--- src/rtl/instr_encoder_loader_if.sv ---
// Field-bundle input stream and instruction-memory write port of the loader.
// slave: the loader itself; master: the field source / memory side.
interface instr_encoder_loader_if #(
    parameter int unsigned ADDR_W = 32
);
    logic              in_valid;
    logic              in_ready;
    logic              in_last;
    logic [3:0]        in_cond;
    logic [1:0]        in_op;
    logic [5:0]        in_funct;
    logic [3:0]        in_rn;
    logic [3:0]        in_rd;
    logic [11:0]       in_src2;
    logic [23:0]       in_imm24;
    logic              im_we;
    logic              im_wready;
    logic [ADDR_W-1:0] im_addr;
    logic [31:0]       im_wdata;

    modport master (
        output in_valid, in_last, in_cond, in_op, in_funct, in_rn, in_rd, in_src2, in_imm24,
        output im_wready,
        input  in_ready, im_we, im_addr, im_wdata
    );

    modport slave (
        input  in_valid, in_last, in_cond, in_op, in_funct, in_rn, in_rd, in_src2, in_imm24,
        input  im_wready,
        output in_ready, im_we, im_addr, im_wdata
    );
endinterface

--- src/rtl/instr_encoder_loader.sv ---
// Packs decoded ARM-subset fields into instruction words and streams them to instruction memory.
// Optional legality checking of bundles is enabled by defining ENC_CHECK_EN.
module instr_encoder_loader #(
    parameter int unsigned       ADDR_W    = 32,
    parameter logic [ADDR_W-1:0] BASE_ADDR = '0,
    parameter int unsigned       MAX_WORDS = 64
) (
    input  logic                               clk,
    input  logic                               rst_n,
    input  logic                               start,
    instr_encoder_loader_if.slave              bus,
    output logic [$clog2(MAX_WORDS+1)-1:0]     word_cnt,
    output logic                               done,
    output logic [1:0]                         err
);
    localparam int unsigned CntW = $clog2(MAX_WORDS + 1);

    typedef enum logic [1:0] {StIdle, StLoad, StWrite, StDone} state_e;

    state_e            state_q, state_d;
    logic [ADDR_W-1:0] addr_q, addr_d;
    logic [31:0]       wdata_q, wdata_d;
    logic [CntW-1:0]   cnt_q, cnt_d;
    logic              last_q, last_d;
    logic [1:0]        err_q, err_d;

    logic [31:0]       enc_word;
    logic              legal;
    logic [CntW-1:0]   cnt_inc;

    // Branches carry imm24; every other op uses the data-processing/memory layout.
    always_comb begin
        if (bus.in_op == 2'b10) begin
            enc_word = {bus.in_cond, 2'b10, bus.in_funct[5:4], bus.in_imm24};
        end else begin
            enc_word = {bus.in_cond, bus.in_op, bus.in_funct, bus.in_rn, bus.in_rd, bus.in_src2};
        end
    end

`ifdef ENC_CHECK_EN
    always_comb begin
        case (bus.in_op)
            2'b00:   legal = bus.in_funct[4:1] inside {4'b0100, 4'b0010, 4'b0000, 4'b1100};
            2'b01:   legal = 1'b1;
            2'b10:   legal = (bus.in_funct[5:4] == 2'b10);
            default: legal = 1'b0;
        endcase
    end
`else
    assign legal = 1'b1;
`endif

    assign cnt_inc = cnt_q + CntW'(1);

    always_comb begin
        state_d = state_q;
        addr_d  = addr_q;
        wdata_d = wdata_q;
        cnt_d   = cnt_q;
        last_d  = last_q;
        err_d   = err_q;
        case (state_q)
            StIdle, StDone: begin
                if (start) begin
                    state_d = StLoad;
                    addr_d  = BASE_ADDR;
                    cnt_d   = '0;
                    err_d   = '0;
                end
            end
            StLoad: begin
                if (bus.in_valid) begin
                    wdata_d = enc_word;
                    last_d  = bus.in_last;
                    if (legal) begin
                        state_d = StWrite;
                    end else begin
                        err_d[0] = 1'b1;
                        if (bus.in_last) state_d = StDone;
                    end
                end
            end
            StWrite: begin
                if (bus.im_wready) begin
                    addr_d = addr_q + ADDR_W'(4);
                    cnt_d  = cnt_inc;
                    if (last_q) begin
                        state_d = StDone;
                    end else if (cnt_inc == CntW'(MAX_WORDS)) begin
                        state_d  = StDone;
                        err_d[1] = 1'b1;
                    end else begin
                        state_d = StLoad;
                    end
                end
            end
            default: state_d = StIdle;
        endcase
    end

    always_ff @(posedge clk) begin
        if (!rst_n) begin
            state_q <= StIdle;
            addr_q  <= BASE_ADDR;
            wdata_q <= '0;
            cnt_q   <= '0;
            last_q  <= 1'b0;
            err_q   <= '0;
        end else begin
            state_q <= state_d;
            addr_q  <= addr_d;
            wdata_q <= wdata_d;
            cnt_q   <= cnt_d;
            last_q  <= last_d;
            err_q   <= err_d;
        end
    end

    assign bus.in_ready = (state_q == StLoad);
    assign bus.im_we    = (state_q == StWrite);
    assign bus.im_addr  = addr_q;
    assign bus.im_wdata = wdata_q;
    assign word_cnt     = cnt_q;
    assign done         = (state_q == StDone);
    assign err          = err_q;
endmodule
--- src/flat_wrapper.sv ---
// flat-port wrapper written by rule: the top's interface ports become plain ports
module instr_encoder_loader_flat 
#(
    parameter int unsigned       ADDR_W    = 32,
    parameter logic [ADDR_W-1:0] BASE_ADDR = '0,
    parameter int unsigned       MAX_WORDS = 64
)
  (clk, rst_n, start, word_cnt, done, err, bus_in_valid, bus_in_last, bus_in_cond, bus_in_op, bus_in_funct, bus_in_rn, bus_in_rd, bus_in_src2, bus_in_imm24, bus_im_wready, bus_in_ready, bus_im_we, bus_im_addr, bus_im_wdata);
  instr_encoder_loader_if #(.ADDR_W(ADDR_W)) bus_i ();
  input  logic clk;
  input  logic rst_n;
  input  logic start;
  output logic [$clog2(MAX_WORDS+1)-1:0] word_cnt;
  output logic done;
  output logic [1:0] err;
  input wire logic [$bits(bus_i.in_valid)-1:0] bus_in_valid;
  input wire logic [$bits(bus_i.in_last)-1:0] bus_in_last;
  input wire logic [$bits(bus_i.in_cond)-1:0] bus_in_cond;
  input wire logic [$bits(bus_i.in_op)-1:0] bus_in_op;
  input wire logic [$bits(bus_i.in_funct)-1:0] bus_in_funct;
  input wire logic [$bits(bus_i.in_rn)-1:0] bus_in_rn;
  input wire logic [$bits(bus_i.in_rd)-1:0] bus_in_rd;
  input wire logic [$bits(bus_i.in_src2)-1:0] bus_in_src2;
  input wire logic [$bits(bus_i.in_imm24)-1:0] bus_in_imm24;
  input wire logic [$bits(bus_i.im_wready)-1:0] bus_im_wready;
  output wire logic [$bits(bus_i.in_ready)-1:0] bus_in_ready;
  output wire logic [$bits(bus_i.im_we)-1:0] bus_im_we;
  output wire logic [$bits(bus_i.im_addr)-1:0] bus_im_addr;
  output wire logic [$bits(bus_i.im_wdata)-1:0] bus_im_wdata;
  assign bus_i.in_valid = bus_in_valid;
  assign bus_i.in_last = bus_in_last;
  assign bus_i.in_cond = bus_in_cond;
  assign bus_i.in_op = bus_in_op;
  assign bus_i.in_funct = bus_in_funct;
  assign bus_i.in_rn = bus_in_rn;
  assign bus_i.in_rd = bus_in_rd;
  assign bus_i.in_src2 = bus_in_src2;
  assign bus_i.in_imm24 = bus_in_imm24;
  assign bus_i.im_wready = bus_im_wready;
  assign bus_in_ready = bus_i.in_ready;
  assign bus_im_we = bus_i.im_we;
  assign bus_im_addr = bus_i.im_addr;
  assign bus_im_wdata = bus_i.im_wdata;
  instr_encoder_loader #(.ADDR_W(ADDR_W), .BASE_ADDR(BASE_ADDR), .MAX_WORDS(MAX_WORDS)) u_core (.clk(clk), .rst_n(rst_n), .start(start), .bus(bus_i), .word_cnt(word_cnt), .done(done), .err(err));
endmodule
--- config.mk ---
export PLATFORM = sky130hd
export DESIGN_NAME = instr_encoder_loader_flat
export DESIGN_NICKNAME = d
export VERILOG_FILES = /design/src/rtl/instr_encoder_loader_if.sv /design/src/rtl/instr_encoder_loader.sv /design/src/flat_wrapper.sv
export SDC_FILE = /design/constraint.sdc
export NUM_CORES = 1
export LEC_CHECK = 0
export ABC_CLOCK_PERIOD_IN_PS = 7510
export CORE_ASPECT_RATIO = 0.7
export CORE_UTILIZATION = 30
export DETAILED_ROUTE_END_ITERATION = 8
export PLACE_DENSITY_LB_ADDON = 0.2
export SLEW_MARGIN = 20
export SYNTH_ARGS = -nofsm -noshare
export SYNTH_HDL_FRONTEND = slang
export SYNTH_SLANG_ARGS = --single-unit
--- constraint.sdc ---
create_clock -name clk -period 7.51 [get_ports clk]
set_clock_uncertainty 0.05 [all_clocks]
set_input_delay 1.502 -clock clk [delete_from_list [all_inputs] [get_ports clk]]
set_output_delay 1.502 -clock clk [all_outputs]
set_load 0.05 [all_outputs]
==> qor.yml <==
hold_depth: 2
critPathArrivalTime_ps: 2150
rsz0062_at_grt: "false"
setup-tns-final_ps: 0
grt-busiest-layer: "met2"
die_w_um: 131
crit_slowest_cell: "clkdlybuf4s50_1"
rrSetupSlack_ps: 4940
ys_async_sr_fraction: 0
p_leak_nw: 1.68
path_class: "register to output pin"
finalSetupViolations: 0
synth_most_common_cell: "dfxtp_1"
power_density_nw_per_um2: 209
rows: 32
maxCapViolCount: 0
boundaryPins: 138
wl_per_cell_um: 14.3
ff2ff_path_depth: 6
grt_max_degree: 58
cts_resized: 0
root_buffer: "clkbuf_16"
fin_crit_ps: 3700
vias_per_cell: 5.03
synth_edf_count: 0
cpLargestDelayFamily: "buffers and inverters"
crit_buf_inv: 2
path_clk_slew_ps: 50
ys_types: 45
drv_slew: 0
hold_viol_final: 0
dpl.hpwl_um: 6990
timing.rr.start: "u_core.state_q[0]$_SDFFE_PN0P_"
core_area_um2: 11200
initial_utilization: 0.313
synth_commonest_cells: "73 x dfxtp_1, 38 x a21oi_1, 37 x nand2_1"
met2_usage: 0.252
num_vias: 3387
firstDrtPassIters: 5
syn_avg_cell_area_um2: 8.75
clk_path_buf_depth: 2
endpoint_kind: "output pin"
drive_gt1_frac: 0.0461
track_usage: 0.162
totalWireLength_um: 9660
crit_path_start_kind: "register"
place_congestion: 0.773
grt_pass1_wl_um: 15700
clkSinkCount: 73
min-delay-start: "u_core.bus.im_wdata[28]$_SDFFE_PN0P_"
final.period_utilization: 0.493
synth_top_area_frac: 0.417
hold_end: "u_core.bus.im_wdata[28]$_SDFFE_PN0P_"
synth-seq-cells: 73
ir_drop_v: 0.000107
outcome: "finished clean"
yosysTopAreaCell: "dfxtp_1"
drc: 0
yosysSeqAreaShare: 0.417
grt.met1_usage: 0.219
synthTopCellsByArea: "dfxtp_1 42%, mux2i_1 6.9%, a21oi_1 5.4%, a211oi_1 5.4%, or4_1 4.7%"
grt-ovfl-total: 0
crit_path_cell_trace: "inv_1 > ha_1 > clkdlybuf4s50_1"
num-nets-final: 585
report.power.total_mw: 1.09
cp_slowest_stage_delay_ps: 920
ctsHoldBuffers: 0
drtIter0Drc: 134
ant_nets: 0
ys.flop_type: "dfxtp_1"
crit_required_ps: 5960
syn-cell-area_um2: 3500
fmax_mhz: 270
synthCells: 400
cts_buffers: 9
die_h_um: 92.4
globalRouteMet3Util: 0.0405
postCtsSetupBuffers: 0
cts_tree: "done"
die_area_um2: 12100
whs_ps: 403
grt_pass1_vias: 3116
io_buffers: 134
htree_levels: 3
worstReg2RegEnd: "u_core.bus.im_addr[20]$_SDFFE_PN0P_"
n_antenna_cell: 0
critical_path.max_fanout: 14
hp-class: "register to register"
area_growth_pct: 48.9
antenna_found_initial: 0
worstMarginPinSlew_ps: 962
clk_latency_ps: 320
relSlewSlack: 0.359
yosys_warnings: 0
==> power breakdown <==
part	leakage, nW	internal, mW	switching (mW)	total [mW]
combinational	0.938	0.0937	0.149	0.243
sequential	0.593	0.409	0.0149	0.424
clock	0.148	0.272	0.151	0.423
==> how the worst max path moves through the flow <==
| stage | start | cells after the start | end |
|---|---|---|---|
| 2_1_floorplan | bus_im_wready | 6 | u_core.bus.im_addr[16]$_SDFFE_PN0P_ |
| 3_3_place_gp | bus_im_wready | 5 | u_core.bus.im_addr[16]$_SDFFE_PN0P_ |
| 3_5_place_dp | bus_im_wready | 5 | u_core.bus.im_addr[20]$_SDFFE_PN0P_ |
| 4_1_cts | u_core.state_q[0]$_SDFFE_PN0P_ | 3 | bus_im_we |
| 5_1_grt | u_core.state_q[0]$_SDFFE_PN0P_ | 3 | bus_im_we |
| 6_report | u_core.state_q[0]$_SDFFE_PN0P_ | 3 | bus_im_we |
==> area by class of cell <==
class | instances | area, um2
clock buffer | 12 | 256
clock inverter | 3 | 40.0
fill | 1033 | 5960
inverter | 10 | 37.5
multi-input combinational | 287 | 1870
sequential | 73 | 1460
tap | 153 | 191
timing repair buffer | 136 | 1360
==> cells in the final DEF, fill, tap and decap left out, drive strengths merged, types with 2 or more instances in the layout <==
cell / count
conb: 3
ha: 6
o31ai: 20
nor4: 4
o21ai: 7
dfxtp: 73
a21oi: 38
xnor2: 6
nor4b: 2
nand2b: 2
nand4: 10
nand3: 12
or3: 5
nand4b: 6
nor2b: 3
mux2i: 24
or4: 23
clkdlybuf4s50: 134
o21a: 2
clkbuf: 12
buf: 2
a31oi: 3
a211oi: 25
and2: 3
and4: 3
nand2: 37
clkinv: 2
nor2: 33
inv: 10
==> sequential cells by signal, summed over array words and instances (netlist names) <==
name                 cells
u_core.err               1
u_core.bus.im_addr      30
u_core.state_q           2
u_core.word_cnt          7
u_core.last_q            1
u_core.bus.im_wdata     32
==> worst min-delay path, cell delays in order, from the launching register on <==
cell     delay (ps)
dfxtp_1         300
nand2_1          50
a21oi_1          50
==> routing by layer <==
| layer | up-vias | share of wire |
|---|---|---|
| li1 | 1721 | - |
| met1 | 1580 | 0.48 |
| met2 | 84 | 0.46 |
| met3 | 2 | 0.055 |
| met4 | 0 | 0.0045 |
| met5 | - | 0 |
==> kinds of logic after synthesis <==
logic type | count (synthesis) | share of synthesized area
flops | 73 | 0.417
simple gates | 146 | 0.234
xor+xnor | 7 | 0.0175
other cells | 1 | 0.00107
mux | 24 | 0.0686
compound gates | 101 | 0.185
buf+inv | 42 | 0.0547
fa+ha+maj | 6 | 0.0214
==> stage by stage <==
stage	instance area [um2]	util	cells	setup slack [ps]
6_report	5210	0.467	674	3810
5_1_grt	5210	0.467	674	3700
4_1_cts	5210	0.467	674	3780
3_5_place_dp	4910	0.440	659	3930
3_3_place_gp	4910	0.440	659	3980
2_1_floorplan	3510	-	402	4490
Power figures use the tool's default switching activity.
